## config.mk

```make
export PLATFORM = sky130hd
export DESIGN_NAME = fetch_stage
export DESIGN_NICKNAME = d
export VERILOG_FILES = /design/src/rtl/cpu_types_pkg.sv /design/src/rtl/if_id_latch.sv /design/src/rtl/fetch_stage.sv
export SDC_FILE = /design/constraint.sdc
export NUM_CORES = 1
export LEC_CHECK = 0
export CORE_MARGIN = 10
export CORE_UTILIZATION = 50
export DETAILED_ROUTE_END_ITERATION = 8
export GPL_TIMING_DRIVEN = 1
export PLACE_DENSITY_LB_ADDON = 0.12
export SKIP_CTS_REPAIR_TIMING = 1
export SLEW_MARGIN = 20
export SYNTH_ARGS = -nofsm -noshare
export SYNTH_HDL_FRONTEND = slang
export SYNTH_SLANG_ARGS = --single-unit
```

## constraint.sdc

```tcl
create_clock -name CLK -period 2.4 [get_ports CLK]
set_input_delay 0.36 -clock CLK [delete_from_list [all_inputs] [get_ports CLK]]
set_output_delay 0.36 -clock CLK [all_outputs]
set_load 0.005 [all_outputs]
```

## src/rtl/cpu_types_pkg.sv

```systemverilog
// Shared CPU types for the fetch stage.
//   word_t         32-bit machine word
//   fetch_state_t  fetch controller states
//   WBYTES         byte stride between consecutive instruction words
//   word_align()   clears the byte-offset bits of an address
package cpu_types_pkg;

  typedef logic [31:0] word_t;

  typedef enum logic [1:0] {
    FETCH  = 2'd0,
    HOLD   = 2'd1,
    HALTED = 2'd2
  } fetch_state_t;

  localparam word_t WBYTES = 32'd4;

  function automatic word_t word_align(input word_t addr);
    return {addr[31:2], 2'b00};
  endfunction

endpackage

```

## src/rtl/if_id_latch.sv

```systemverilog
// IF/ID pipeline register: instruction word, its pc+4 and a valid flag.
//   clk_i, rst_ni  clock and synchronous active-low reset
//   load_i         capture instr_i/npc_i and mark valid
//   flush_i        insert a bubble (valid=0, instr=NOP_INSTR); wins over load_i
//   instr_i/npc_i  data to capture
//   instr_o/npc_o/valid_o  latch contents
// With neither load_i nor flush_i the contents hold.
module if_id_latch
  import cpu_types_pkg::*;
#(
  parameter logic [31:0] NOP_INSTR = 32'h0000_0000
) (
  input  logic        clk_i,
  input  logic        rst_ni,
  input  logic        load_i,
  input  logic        flush_i,
  input  logic [31:0] instr_i,
  input  logic [31:0] npc_i,
  output logic [31:0] instr_o,
  output logic [31:0] npc_o,
  output logic        valid_o
);

  word_t instr_q;
  word_t npc_q;
  logic  valid_q;

  always_ff @(posedge clk_i) begin
    if (!rst_ni) begin
      instr_q <= NOP_INSTR;
      npc_q   <= '0;
      valid_q <= 1'b0;
    end else if (flush_i) begin
      // npc is meaningless for a bubble, so it is left alone.
      instr_q <= NOP_INSTR;
      valid_q <= 1'b0;
    end else if (load_i) begin
      instr_q <= instr_i;
      npc_q   <= npc_i;
      valid_q <= 1'b1;
    end
  end

  assign instr_o = instr_q;
  assign npc_o   = npc_q;
  assign valid_o = valid_q;

endmodule

```

## src/rtl/fetch_stage.sv

```systemverilog
// Instruction-fetch stage: owns the PC, issues word reads to the icache and
// feeds the IF/ID latch. A one-entry hold buffer absorbs a hit that lands
// while decode is stalled.
//   CLK, nRST               clock, synchronous active-low reset
//   ihit, iload             icache response (word for iaddr this cycle)
//   iREN, iaddr             icache request; iaddr is the word-aligned pc
//   stall                   hold IF/ID, do not advance
//   redirect, redirect_pc   taken control transfer resolved downstream
//   halt_in                 permanent stop until reset
//   if_instr, if_npc, if_valid  IF/ID contents
//   dbg_state               current controller state
// Handshake: the icache request is level-based. iREN stays high with iaddr
// stable until a cycle with ihit=1; that cycle consumes iload. ihit is only
// looked at while iREN is high.
// Per-cycle priority: halt_in > redirect > stall > ihit.
module fetch_stage
  import cpu_types_pkg::*;
#(
  parameter logic [31:0] PC_INIT   = 32'h0000_0000,
  parameter logic [31:0] NOP_INSTR = 32'h0000_0000
) (
  input  logic         CLK,
  input  logic         nRST,
  input  logic         ihit,
  input  logic [31:0]  iload,
  output logic         iREN,
  output logic [31:0]  iaddr,
  input  logic         stall,
  input  logic         redirect,
  input  logic [31:0]  redirect_pc,
  input  logic         halt_in,
  output logic [31:0]  if_instr,
  output logic [31:0]  if_npc,
  output logic         if_valid,
  output fetch_state_t dbg_state
);

  fetch_state_t state_q, state_d;
  word_t        pc_q, pc_d;
  word_t        hbuf_instr_q, hbuf_instr_d;
  word_t        hbuf_npc_q, hbuf_npc_d;
  word_t        pc_plus4;

  logic  lat_load;
  logic  lat_flush;
  word_t lat_instr;
  word_t lat_npc;

  // Modulo 2^32: 0xFFFF_FFFC + 4 wraps to 0.
  assign pc_plus4 = pc_q + WBYTES;

  // State register.
  always_ff @(posedge CLK) begin
    if (!nRST) begin
      state_q      <= FETCH;
      pc_q         <= word_align(PC_INIT);
      hbuf_instr_q <= '0;
      hbuf_npc_q   <= '0;
    end else begin
      state_q      <= state_d;
      pc_q         <= pc_d;
      hbuf_instr_q <= hbuf_instr_d;
      hbuf_npc_q   <= hbuf_npc_d;
    end
  end

  // Next-state logic. The hold buffer is full exactly when in HOLD, so
  // leaving HOLD is what empties it.
  always_comb begin
    state_d      = state_q;
    pc_d         = pc_q;
    hbuf_instr_d = hbuf_instr_q;
    hbuf_npc_d   = hbuf_npc_q;
    if (halt_in) begin
      state_d = HALTED;
    end else begin
      unique case (state_q)
        FETCH: begin
          if (redirect) begin
            pc_d = word_align(redirect_pc);
          end else if (ihit) begin
            pc_d = pc_plus4;
            if (stall) begin
              hbuf_instr_d = iload;
              hbuf_npc_d   = pc_plus4;
              state_d      = HOLD;
            end
          end
        end
        HOLD: begin
          if (redirect) begin
            pc_d    = word_align(redirect_pc);
            state_d = FETCH;
          end else if (!stall) begin
            state_d = FETCH;
          end
        end
        HALTED:  state_d = HALTED;
        default: state_d = FETCH;
      endcase
    end
  end

  // Outputs: icache request and IF/ID latch controls.
  always_comb begin
    iREN      = nRST && (state_q == FETCH);
    iaddr     = word_align(pc_q);
    lat_load  = 1'b0;
    lat_flush = 1'b0;
    lat_instr = iload;
    lat_npc   = pc_plus4;
    if (halt_in || (state_q == HALTED) || redirect) begin
      // A same-cycle hit is dropped along with the bubble.
      lat_flush = 1'b1;
    end else begin
      unique case (state_q)
        FETCH: begin
          if (!stall) begin
            if (ihit) lat_load  = 1'b1;
            else      lat_flush = 1'b1;
          end
        end
        HOLD: begin
          if (!stall) begin
            lat_load  = 1'b1;
            lat_instr = hbuf_instr_q;
            lat_npc   = hbuf_npc_q;
          end
        end
        default: lat_flush = 1'b1;
      endcase
    end
  end

  if_id_latch #(
    .NOP_INSTR(NOP_INSTR)
  ) u_if_id (
    .clk_i   (CLK),
    .rst_ni  (nRST),
    .load_i  (lat_load),
    .flush_i (lat_flush),
    .instr_i (lat_instr),
    .npc_i   (lat_npc),
    .instr_o (if_instr),
    .npc_o   (if_npc),
    .valid_o (if_valid)
  );

  assign dbg_state = state_q;

endmodule

```

==> reports/qor.txt, run 1 <==
RSZ-0062 raised after global routing: no
Final Hold Viols: 0
Final WS setup: 160 ps
initial core utilization: 50.5%
nets: 1126
area of placed instances: 9530 um^2
Hold Path Class: in -> reg
Total Neg Setup Slack: 0 ps
CP top delay family: simple AND/OR/NAND/NOR gates
Max-Cap Viols: 0
CTS clk-pin slew, worst paths: 70 ps
Post-Syn Area: 7280 um^2
Avg Cell Area, Syn: 8.26 um^2
Tot Pwr: 6.05 mW
post-synthesis register bit count: 161
power per cell area: 599 nW/um^2
crit start category: flop
Remaining DRCs: 0
area grow syn2layout: 38.9%
GR Util met2: 37.4%
first-pass GRT wire length: 35900 um
DRT Wirelength: 22800 um
Total GRT Usage: 22.1%
Vias/cell: 5.72
via count: 7161
prevailing post-synth register cell: dfxtp_1
clk_skew: 9.68 ps
Critical Path RT: 2700 ps
initial antenna violation count: 0
Non-Filler Instances: 1251
post-synthesis sequential area ratio: 44.3%
Place WS: -84.3 ps
Crit Path Class: reg -> reg
die area: 19800 um^2
Fillers: 1173
gr busiest metal: met2
most frequent CP cell: buf_4
worst setup path start: pc_q[5]
worst-path cell chain: nand4_2 -> buf_4 -> nor4_1 -> buf_4 -> nand4_1 -> xor2_1 -> o22ai_1
Setup Viol. Count Final: 0
Max Fclk: 446 MHz
ys async rst share: 0%
CP max stage delay: 470 ps
quantity of I/O buffers inserted on ports: 165
die width: 141 um
# clock sinks: 161
Detailed Place HPWL: 16200 um
share of layout cells above drive strength 1: 11.8%
slowest cell on the critical path: dfxtp_1
hold endpoint: pc_q[12]
measured slew at the worst slew-check pin: 568 ps
Hold Path Stages: 3
number of library cell types mapped by synthesis: 60
r2r startpoint: pc_q[5]
Wirelength per Cell: 18.2 um
Final Slew Violations: 0
LEAKAGE: 3.69 nW
Synthesis Warnings: 0
CP bufs+invs: 2
First-pass DRT Iterations: 5
Max Root-Sink Buffers: 2
Worst slew margin: 61.8%
Gate Count Post-Synth: 881
Post-DRT Antenna Nets: 0
status: completed
gpl congestion: 0.912
Detailed Route Iter0 Violations: 452
post-route minimum period: 2240 ps
critical path endpoint category: flop
most common cell after layout, fill and taps aside: clkdlybuf4s50_1
fin area: 10100 um^2
TritonCTS clock tree: built
antenna cells: 0
vias in the first global route: 6901
hold_sp: nRST
CTS root buffer: clkbuf_16
Ports: 170
largest net degree at the start of global routing: 85
Max H-tree Level: 4
flop2flop setup slack: 160 ps
Placed Cells incl. Taps: 1220
WP data arrival: 2540 ps
leading cell types in the layout, fill and taps excluded: 164 x clkdlybuf4s50_1, 161 x dfxtp_1, 113 x nand2_1, 81 x nor2_1, 77 x a21oi_1
CTS Buf Count: 17
fin crit share: 93.3%
Reg2Reg Capture Point: u_if_id.npc_o[31]
met3 GRT Util: 6.01%
R2R depth: 7
EDFF count, synth: 0
met1 Use GR: 25.8%
height of the die: 141 um
GR Overflow Total: 0
Site Rows: 44
Core Footprint: 14400 um^2
Max VDD drop: 0.000447 V
maximum fanout along the worst path: 11
Worst-Skew Late Latency: 430 ps
kinds of logic (layout without fill, tap and decap cells):
logic type | count (synthesis) | in the layout | synth area share [%]
AOI/OAI and AO/OA | 246 | 246 | 21.8
xor gates and xnor gates | 23 | 23 | 2.77
adders and majority gates | 1 | 1 | 0.172
buffers and inverters | 89 | 274 | 4.85
DFF | 161 | 161 | 44.3
muxes | 38 | 38 | 5.26
other | 1 | 2 | 0.0515
and+or+nand+nor | 322 | 322 | 20.8
worst max-delay path by stage:
stage / end / slack (ps) / cells past startpoint
floorplan: pc_q[22] / 230 / 7
global placement: u_if_id.npc_o[20] / -70 / 7
detailed placement: u_if_id.npc_o[20] / -80 / 7
CTS: u_if_id.npc_o[19] / 220 / 5
global route: hbuf_npc_q[31] / 60 / 7
finish: u_if_id.npc_o[31] / 160 / 7
flip-flops by register name, indices dropped and copies added, names as in the netlist:
| register | flops |
|---|---|
| hbuf_instr_q | 32 |
| hbuf_npc_q | 32 |
| u_if_id.instr_o | 32 |
| u_if_id.npc_o | 32 |
| pc_q | 30 |
| dbg_state | 2 |
| u_if_id.valid_o | 1 |
synthesized netlist by cell type (all sizes together), types with 2 or more instances:
master / number / area [um^2]
dfxtp: 161 / 3220
nand2: 114 / 430
nor2: 81 / 304
a21oi: 78 / 394
clkbuf: 61 / 229
a211oi: 40 / 300
nand3: 38 / 190
o21ai: 38 / 190
mux2i: 36 / 360
buf: 23 / 105
nor3: 23 / 120
nand4: 17 / 119
a22oi: 13 / 97.6
o211ai: 13 / 103
xor2: 13 / 114
o22ai: 11 / 68.8
xnor2: 10 / 87.6
nor4: 8 / 50.1
o31ai: 8 / 60.1
or4: 8 / 71.3
a31oi: 7 / 43.8
and3: 7 / 43.8
a21o: 6 / 45.0
a22o: 6 / 52.6
or3: 6 / 37.5
a32oi: 5 / 43.8
inv: 5 / 18.8
o221ai: 5 / 43.8
and4: 4 / 35.0
nor2b: 3 / 18.8
o21a: 3 / 22.5
o311ai: 3 / 26.3
or2: 3 / 21.3
a221oi: 2 / 17.5
a311oi: 2 / 17.5
a32o: 2 / 20.0
and2: 2 / 12.5
mux2: 2 / 22.5
nand2b: 2 / 12.5
nand4b: 2 / 17.5
nor4b: 2 / 17.5
per-stage QoR:
stage	hold WS [ps]	util, %
CTS	352	70.0
finish	370	70.1
floorplan	436	-
detailed placement	442	66.1
global placement	438	66.1
global route	384	70.1
tightest hold or removal path, stage by stage:
cell and delay, ps:
buf_2 210, nand2_1 100, o22ai_1 60
where the power goes:
| group | internal [mW] | switching [mW] | leakage [nW] | total [mW] |
|---|---|---|---|---|
| Combinational | 0.318 | 0.318 | 2.11 | 0.636 |
| Sequential | 2.74 | 0.0632 | 1.30 | 2.80 |
| Clock | 1.47 | 1.15 | 0.271 | 2.61 |
| Total | 4.52 | 1.53 | 3.69 | 6.05 |
cell type report:
cell class	count	area, um^2	share of cell area (%)
Multi-Input combinational cell	632	3740	37.0
Sequential cell	161	3220	31.9
Timing Repair Buffer	238	2320	23.0
Clock buffer	18	439	4.35
Tap cell	184	230	2.28
Clock inverter	13	130	1.29
Inverter	5	18.8	0.186
routing by layer:
metal	vias to the layer above	wire length, um
met5	-	0
met4	0	657
met3	40	1520
met2	228	11100
met1	3355	9510
li1	3538	-
Power figures use the tool's default switching activity.
==> run 2: changes to the inputs <==
Settings changed: SLEW_MARGIN 20 to unset.
==> results of run 2 <==
No change in the layout: final DEF, timing and power equal those of run 1.
